==> config.mk <==
export PLATFORM = sky130hd
export DESIGN_NAME = sram_port_arbiter
export DESIGN_NICKNAME = d
export VERILOG_FILES = /design/src/rtl/sram_port_arbiter.sv
export SDC_FILE = /design/constraint.sdc
export NUM_CORES = 1
export LEC_CHECK = 0
export ABC_CLOCK_PERIOD_IN_PS = 4100
export CORE_ASPECT_RATIO = 0.6
export CORE_UTILIZATION = 37
export DETAILED_ROUTE_END_ITERATION = 16
export HOLD_SLACK_MARGIN = 0.06
export PLACE_DENSITY = 0.74
export SLEW_MARGIN = 15
export SYNTH_ARGS = -nofsm -noshare
export SYNTH_HDL_FRONTEND = slang
export SYNTH_SLANG_ARGS = --single-unit
export TNS_END_PERCENT = 100
==> constraint.sdc <==
create_clock -name clk_i -period 4.1 [get_ports clk_i]
set_input_delay 0.615 -clock clk_i [delete_from_list [all_inputs] [get_ports clk_i]]
set_output_delay 0.615 -clock clk_i [all_outputs]
set_load 0.1 [all_outputs]
==> src/rtl/sram_port_arbiter.sv <==
// sram_port_arbiter: lets the fetch stage (read-only) and the memory stage
// (read/write) share one single-port, multi-cycle SRAM. The memory stage has
// priority. A streak counter stops fetch from being starved.
// Each access goes IDLE -> ACCESS (WAIT_CYCLES cycles) -> DONE, and DONE
// pulses the owner's ready for one cycle.
// Optional build macro ARB_STATS_EN adds saturating wait/conflict counters.
//
// state  | meaning
// IDLE   | no access in progress; arbitrate pending requests
// ACCESS | SRAM selected with latched address/data; count down wait cycles
// DONE   | one-cycle ready pulse to the owner; SRAM deselected
module sram_port_arbiter #(
   parameter int ADDR_W       = 16,
   parameter int WAIT_CYCLES  = 2,
   parameter int STARVE_LIMIT = 4
) (
   input  logic              clk_i,
   input  logic              rst_i,
   input  logic              if_req_i,
   input  logic [31:0]       if_addr_i,
   output logic [31:0]       if_rdata_o,
   output logic              if_ready_o,
   input  logic              mem_req_i,
   input  logic              mem_we_i,
   input  logic [31:0]       mem_addr_i,
   input  logic [31:0]       mem_wdata_i,
   output logic [31:0]       mem_rdata_o,
   output logic              mem_ready_o,
   output logic [ADDR_W-1:0] sram_addr_o,
   output logic [31:0]       sram_wdata_o,
   input  logic [31:0]       sram_rdata_i,
   output logic              sram_cs_n_o,
   output logic              sram_we_n_o,
   output logic              owner_o,
   output logic              busy_o
`ifdef ARB_STATS_EN
   ,output logic [15:0]      stat_if_wait_o
   ,output logic [15:0]      stat_mem_wait_o
   ,output logic [15:0]      stat_conflicts_o
`endif
);

   typedef enum logic [1:0] {S_IDLE, S_ACCESS, S_DONE} state_t;

   localparam logic [3:0] CNT_INIT = 4'(WAIT_CYCLES - 1);
   localparam logic [3:0] LIMIT    = 4'(STARVE_LIMIT);

   state_t            state_q, state_d;
   logic [3:0]        cnt_q, cnt_d;
   logic [3:0]        streak_q, streak_d;
   logic              owner_q, owner_d;
   logic              we_q, we_d;
   logic [ADDR_W-1:0] addr_q, addr_d;
   logic [31:0]       wdata_q, wdata_d;
   logic [31:0]       if_rdata_q, if_rdata_d;
   logic [31:0]       mem_rdata_q, mem_rdata_d;
   logic              grant_mem;
   logic              unused_addr_bits;

   // The byte offset and address bits above the SRAM range are ignored.
   assign unused_addr_bits = ^{if_addr_i[31:ADDR_W+2], if_addr_i[1:0],
                               mem_addr_i[31:ADDR_W+2], mem_addr_i[1:0]};

   // MEM wins any contest unless fetch has already lost STARVE_LIMIT contests in a row.
   assign grant_mem = mem_req_i & ~(if_req_i & (streak_q == LIMIT));

   // State, latched-request and read-data registers.
   always_ff @(posedge clk_i or posedge rst_i) begin
      if (rst_i) begin
         state_q     <= S_IDLE;
         cnt_q       <= '0;
         streak_q    <= '0;
         owner_q     <= 1'b0;
         we_q        <= 1'b0;
         addr_q      <= '0;
         wdata_q     <= '0;
         if_rdata_q  <= '0;
         mem_rdata_q <= '0;
      end else begin
         state_q     <= state_d;
         cnt_q       <= cnt_d;
         streak_q    <= streak_d;
         owner_q     <= owner_d;
         we_q        <= we_d;
         addr_q      <= addr_d;
         wdata_q     <= wdata_d;
         if_rdata_q  <= if_rdata_d;
         mem_rdata_q <= mem_rdata_d;
      end
   end

   // Next state: arbitration in IDLE, countdown and read capture in ACCESS.
   always_comb begin
      state_d     = state_q;
      cnt_d       = cnt_q;
      streak_d    = streak_q;
      owner_d     = owner_q;
      we_d        = we_q;
      addr_d      = addr_q;
      wdata_d     = wdata_q;
      if_rdata_d  = if_rdata_q;
      mem_rdata_d = mem_rdata_q;
      case (state_q)
         S_IDLE: begin
            // The streak only grows while fetch is actually waiting.
            if (!if_req_i || !grant_mem) begin
               streak_d = '0;
            end else if (streak_q != LIMIT) begin
               streak_d = streak_q + 4'd1;
            end
            if (if_req_i || mem_req_i) begin
               owner_d = grant_mem;
               addr_d  = grant_mem ? mem_addr_i[ADDR_W+1:2] : if_addr_i[ADDR_W+1:2];
               we_d    = grant_mem & mem_we_i;
               if (grant_mem) begin
                  wdata_d = mem_wdata_i;
               end
               cnt_d   = CNT_INIT;
               state_d = S_ACCESS;
            end
         end
         S_ACCESS: begin
            if (cnt_q == 4'd0) begin
               if (!owner_q) begin
                  if_rdata_d = sram_rdata_i;
               end else if (!we_q) begin
                  mem_rdata_d = sram_rdata_i;
               end
               state_d = S_DONE;
            end else begin
               cnt_d = cnt_q - 4'd1;
            end
         end
         S_DONE: begin
            state_d = S_IDLE;
         end
         default: begin
            state_d = S_IDLE;
         end
      endcase
   end

   assign sram_cs_n_o  = (state_q != S_ACCESS);
   assign sram_we_n_o  = !((state_q == S_ACCESS) && owner_q && we_q);
   assign sram_addr_o  = addr_q;
   assign sram_wdata_o = wdata_q;
   assign if_ready_o   = (state_q == S_DONE) && !owner_q;
   assign mem_ready_o  = (state_q == S_DONE) && owner_q;
   assign if_rdata_o   = if_rdata_q;
   assign mem_rdata_o  = mem_rdata_q;
   assign owner_o      = owner_q;
   assign busy_o       = (state_q != S_IDLE);

`ifdef ARB_STATS_EN
   logic [15:0] stat_if_q, stat_mem_q, stat_conf_q;

   // Saturating counters for wait cycles and contested arbitrations.
   always_ff @(posedge clk_i or posedge rst_i) begin
      if (rst_i) begin
         stat_if_q   <= '0;
         stat_mem_q  <= '0;
         stat_conf_q <= '0;
      end else begin
         if (if_req_i && !if_ready_o && (stat_if_q != 16'hFFFF)) begin
            stat_if_q <= stat_if_q + 16'd1;
         end
         if (mem_req_i && !mem_ready_o && (stat_mem_q != 16'hFFFF)) begin
            stat_mem_q <= stat_mem_q + 16'd1;
         end
         if ((state_q == S_IDLE) && if_req_i && mem_req_i && (stat_conf_q != 16'hFFFF)) begin
            stat_conf_q <= stat_conf_q + 16'd1;
         end
      end
   end

   assign stat_if_wait_o   = stat_if_q;
   assign stat_mem_wait_o  = stat_mem_q;
   assign stat_conflicts_o = stat_conf_q;
`endif

endmodule

==> summary.txt <==
GRT
  • GR Overflow Total: 0
  • Total track usage: 0.187
  • Initial antenna violation count: 0
  • First-pass GRT wire length: 20900 µm
  • Vias in the first global route: 3951
  • Largest net degree at the start of global routing: between 60 and 70

Setup path
  • Crit-path max FO: 7
  • Kind of critical path: register to primary output
  • Crit path depth: 3
  • R2R depth: 5
  • Worst setup SP type: register
  • Ordered cell list for the critical path: nor2b_1 > inv_2 > clkdlybuf4s50_1
  • CP delay by family, top: buffers and inverters
  • Crit path buf inv count: 2
  • CP required: 3480 ps
  • Worst path max stage delay: 1020 ps
  • Slowest stage cell, crit path: clkdlybuf4s50_1
  • Worst Path Arrival: 2400 ps
  • CP endpoint kind: primary output

Synthesis
  • Seq/Total Area, Yosys: 0.596
  • Mapped Cells: 370
  • Most frequent cell after synthesis: dfrtp_1
  • Post-synth EDFFs: 0
  • Synth Register Bits: 124
  • Most used DFF post-synth: dfrtp_1
  • Post-synthesis cell type count: 31
  • Post-Syn Area: approximately 5200 µm²
  • Synthesized net count: between 500 and 600
  • Synth area leader: dfrtp_1
  • Area contributors post-synth: dfrtp_1 60%, mux2_2 14%, mux2_4 8.6%
  • Avg Cell Area, Syn: 14.1 µm²
  • FFs w/ async S/R, synth: 1.00
  • Top post-synthesis cells by count: 124 x dfrtp_1, 66 x mux2_2, 30 x mux2_4
  • YS warnings: 0
  • Top cell type's share of synthesized area: 0.596

Timing
  • Fin. Hold Viols: 0
  • Setup TNS: 0 ps
  • Min cycle time layout: between 3000 and 4000 ps
  • Actual slew at the worst max-slew pin: 1040 ps
  • Slew headroom: 0.307
  • Clk_skew: 6.97 ps
  • RSZ-0062 raised after global routing: no
  • Hold WS: 484 ps
  • Fin. max-slew vios: 0
  • Final setup viols: 0
  • Peak Freq: roughly 0.33 GHz
  • Fin crit share: 0.736

Die
  • Std cell rows: 33
  • Die area: 14600 µm²
  • IO Pins: 251
  • Starting Density: 0.380
  • Chip height: around 94 µm
  • Core Area: 13700 µm²
  • Die X-Extent: around 160 µm

Clock network
  • TritonCTS buffer count: 17
  • CTS Buffer Depth: 2
  • Setup bufs post-CTS: 0
  • Post-CTS sizing: 0
  • Clock Latency Late Sink: approximately 400 ps
  • CTS Hold Bufs: 0
  • CTS tree: done
  • Clk sinks: 124
  • Clock root cell: clkbuf_16
  • Clock transition at path regs: 60 ps
  • Htree depth: 4

Drt
  • Drt wl/cell: ~17 µm
  • Routed WL: roughly 13000 µm
  • DRT Pass-1 Iters: 5
  • DRC: 0
  • Vias: 3913
  • Antenna viol nets, final: 0
  • DRT iter0 DRCs: 172
  • Via density: about 5

Flow run
  • Max-Cap Viols: 0

Min path
  • Hold Path Depth: 1
  • Min-delay worst type: register to register

Final layout
  • Nets: between 700 and 800
  • Diode count: 0
  • P&R area growth vs syn: 55.4%
  • Fin area: roughly 8100 µm²
  • Fillers: 1086
  • Share of cells above drive strength 1: 0.235

Placement
  • DP Area: 7530 µm²
  • Final HPWL DP: 9280 µm
  • Port Buf Inserts: 218
  • RePlAce Congestion: 0.714

Outcome
  • Status: completed
layout by cell type (no fill, tap or decap), types with 2 or more instances in the layout:
master	Yosys	final
inv_8	0	2
nand2_1	10	10
buf_4	0	6
mux2i_1	4	4
nand4_1	17	17
inv_1	7	6
ha_1	4	4
clkinv_2	0	3
mux2_2	66	66
clkinvlp_4	0	3
inv_6	0	2
o21ai_0	23	23
and2_1	2	2
dfrtp_1	124	124
nand3_1	21	21
clkdlybuf4s50_1	0	217
nor3_1	3	2
mux2_4	30	30
nor2_1	3	2
clkinv_4	0	4
o211ai_1	16	16
clkbuf_16	0	17
sequential cells by signal, indices dropped and copies added (netlist names):
signal	flops
cnt_q	4
if_rdata_o	32
mem_rdata_o	32
sram_wdata_o	32
owner_o	1
streak_q	4
sram_addr_o	16
we_q	1
state_q	2
metal layers:
| layer | routed length (µm) | GRT usage |
|---|---|---|
| met5 | 0 | 0 |
| met4 | 77 | 0.0458 |
| met3 | 1380 | 0.0876 |
| met2 | 5660 | 0.270 |
| met1 | 6050 | 0.252 |
area by class of cell:
type / count / area [µm²] / area share
sequential: 124 / 3100 / 0.383
timing repair buffer: 224 / 2240 / 0.276
multi-input combinational: 211 / 1910 / 0.236
clock buffer: 17 / 425 / 0.0526
tap: 192 / 240 / 0.0297
clock inverter: 15 / 143 / 0.0176
inverter: 8 / 32.5 / 0.00402
path summary, 6_finish.rpt:
kind                                  from  slack, ps                to
worst max-delay path            state_q[0]       1080       sram_cs_n_o
worst min-delay path              cnt_q[3]        480          cnt_q[3]
worst max register to register    cnt_q[0]       1610   mem_rdata_o[17]
worst min register to register    cnt_q[3]        480          cnt_q[3]
max in group asynchronous            rst_i       2550  sram_wdata_o[16]
min in group asynchronous            rst_i        690  sram_wdata_o[27]
per-stage QoR:
stage | util | instances | setup WS, ps
after detailed placement | 0.549 | 759 | 1520
after global routing | 0.591 | 791 | 967
after global placement | 0.549 | 759 | 1540
final | 0.591 | 791 | 1080
after floorplan | - | 370 | 186
after CTS | 0.591 | 791 | 1070
worst reg2reg max path: cells and delay by family (launching register included):
family	cells	cell delay [ps]
adder cells (fa/ha/maj)	1	140
buffers and inverters	1	100
AND/OR/NAND/NOR	2	1300
multiplexers	1	420
flip-flops	1	410
kinds of logic (layout without fill, tap and decap cells):
family	after synthesis	after routing	synth area share
buffers and inverters	35	264	0.0384
muxes	100	100	0.237
adders and majority gates	4	4	0.00961
DFF	124	124	0.596
and+or+nand+nor	63	63	0.0668
AOI/OAI and AO/OA	44	44	0.0528
Power is not shown: default switching activity piles up to over one toggle a cycle in this logic, so the estimate is an artifact.
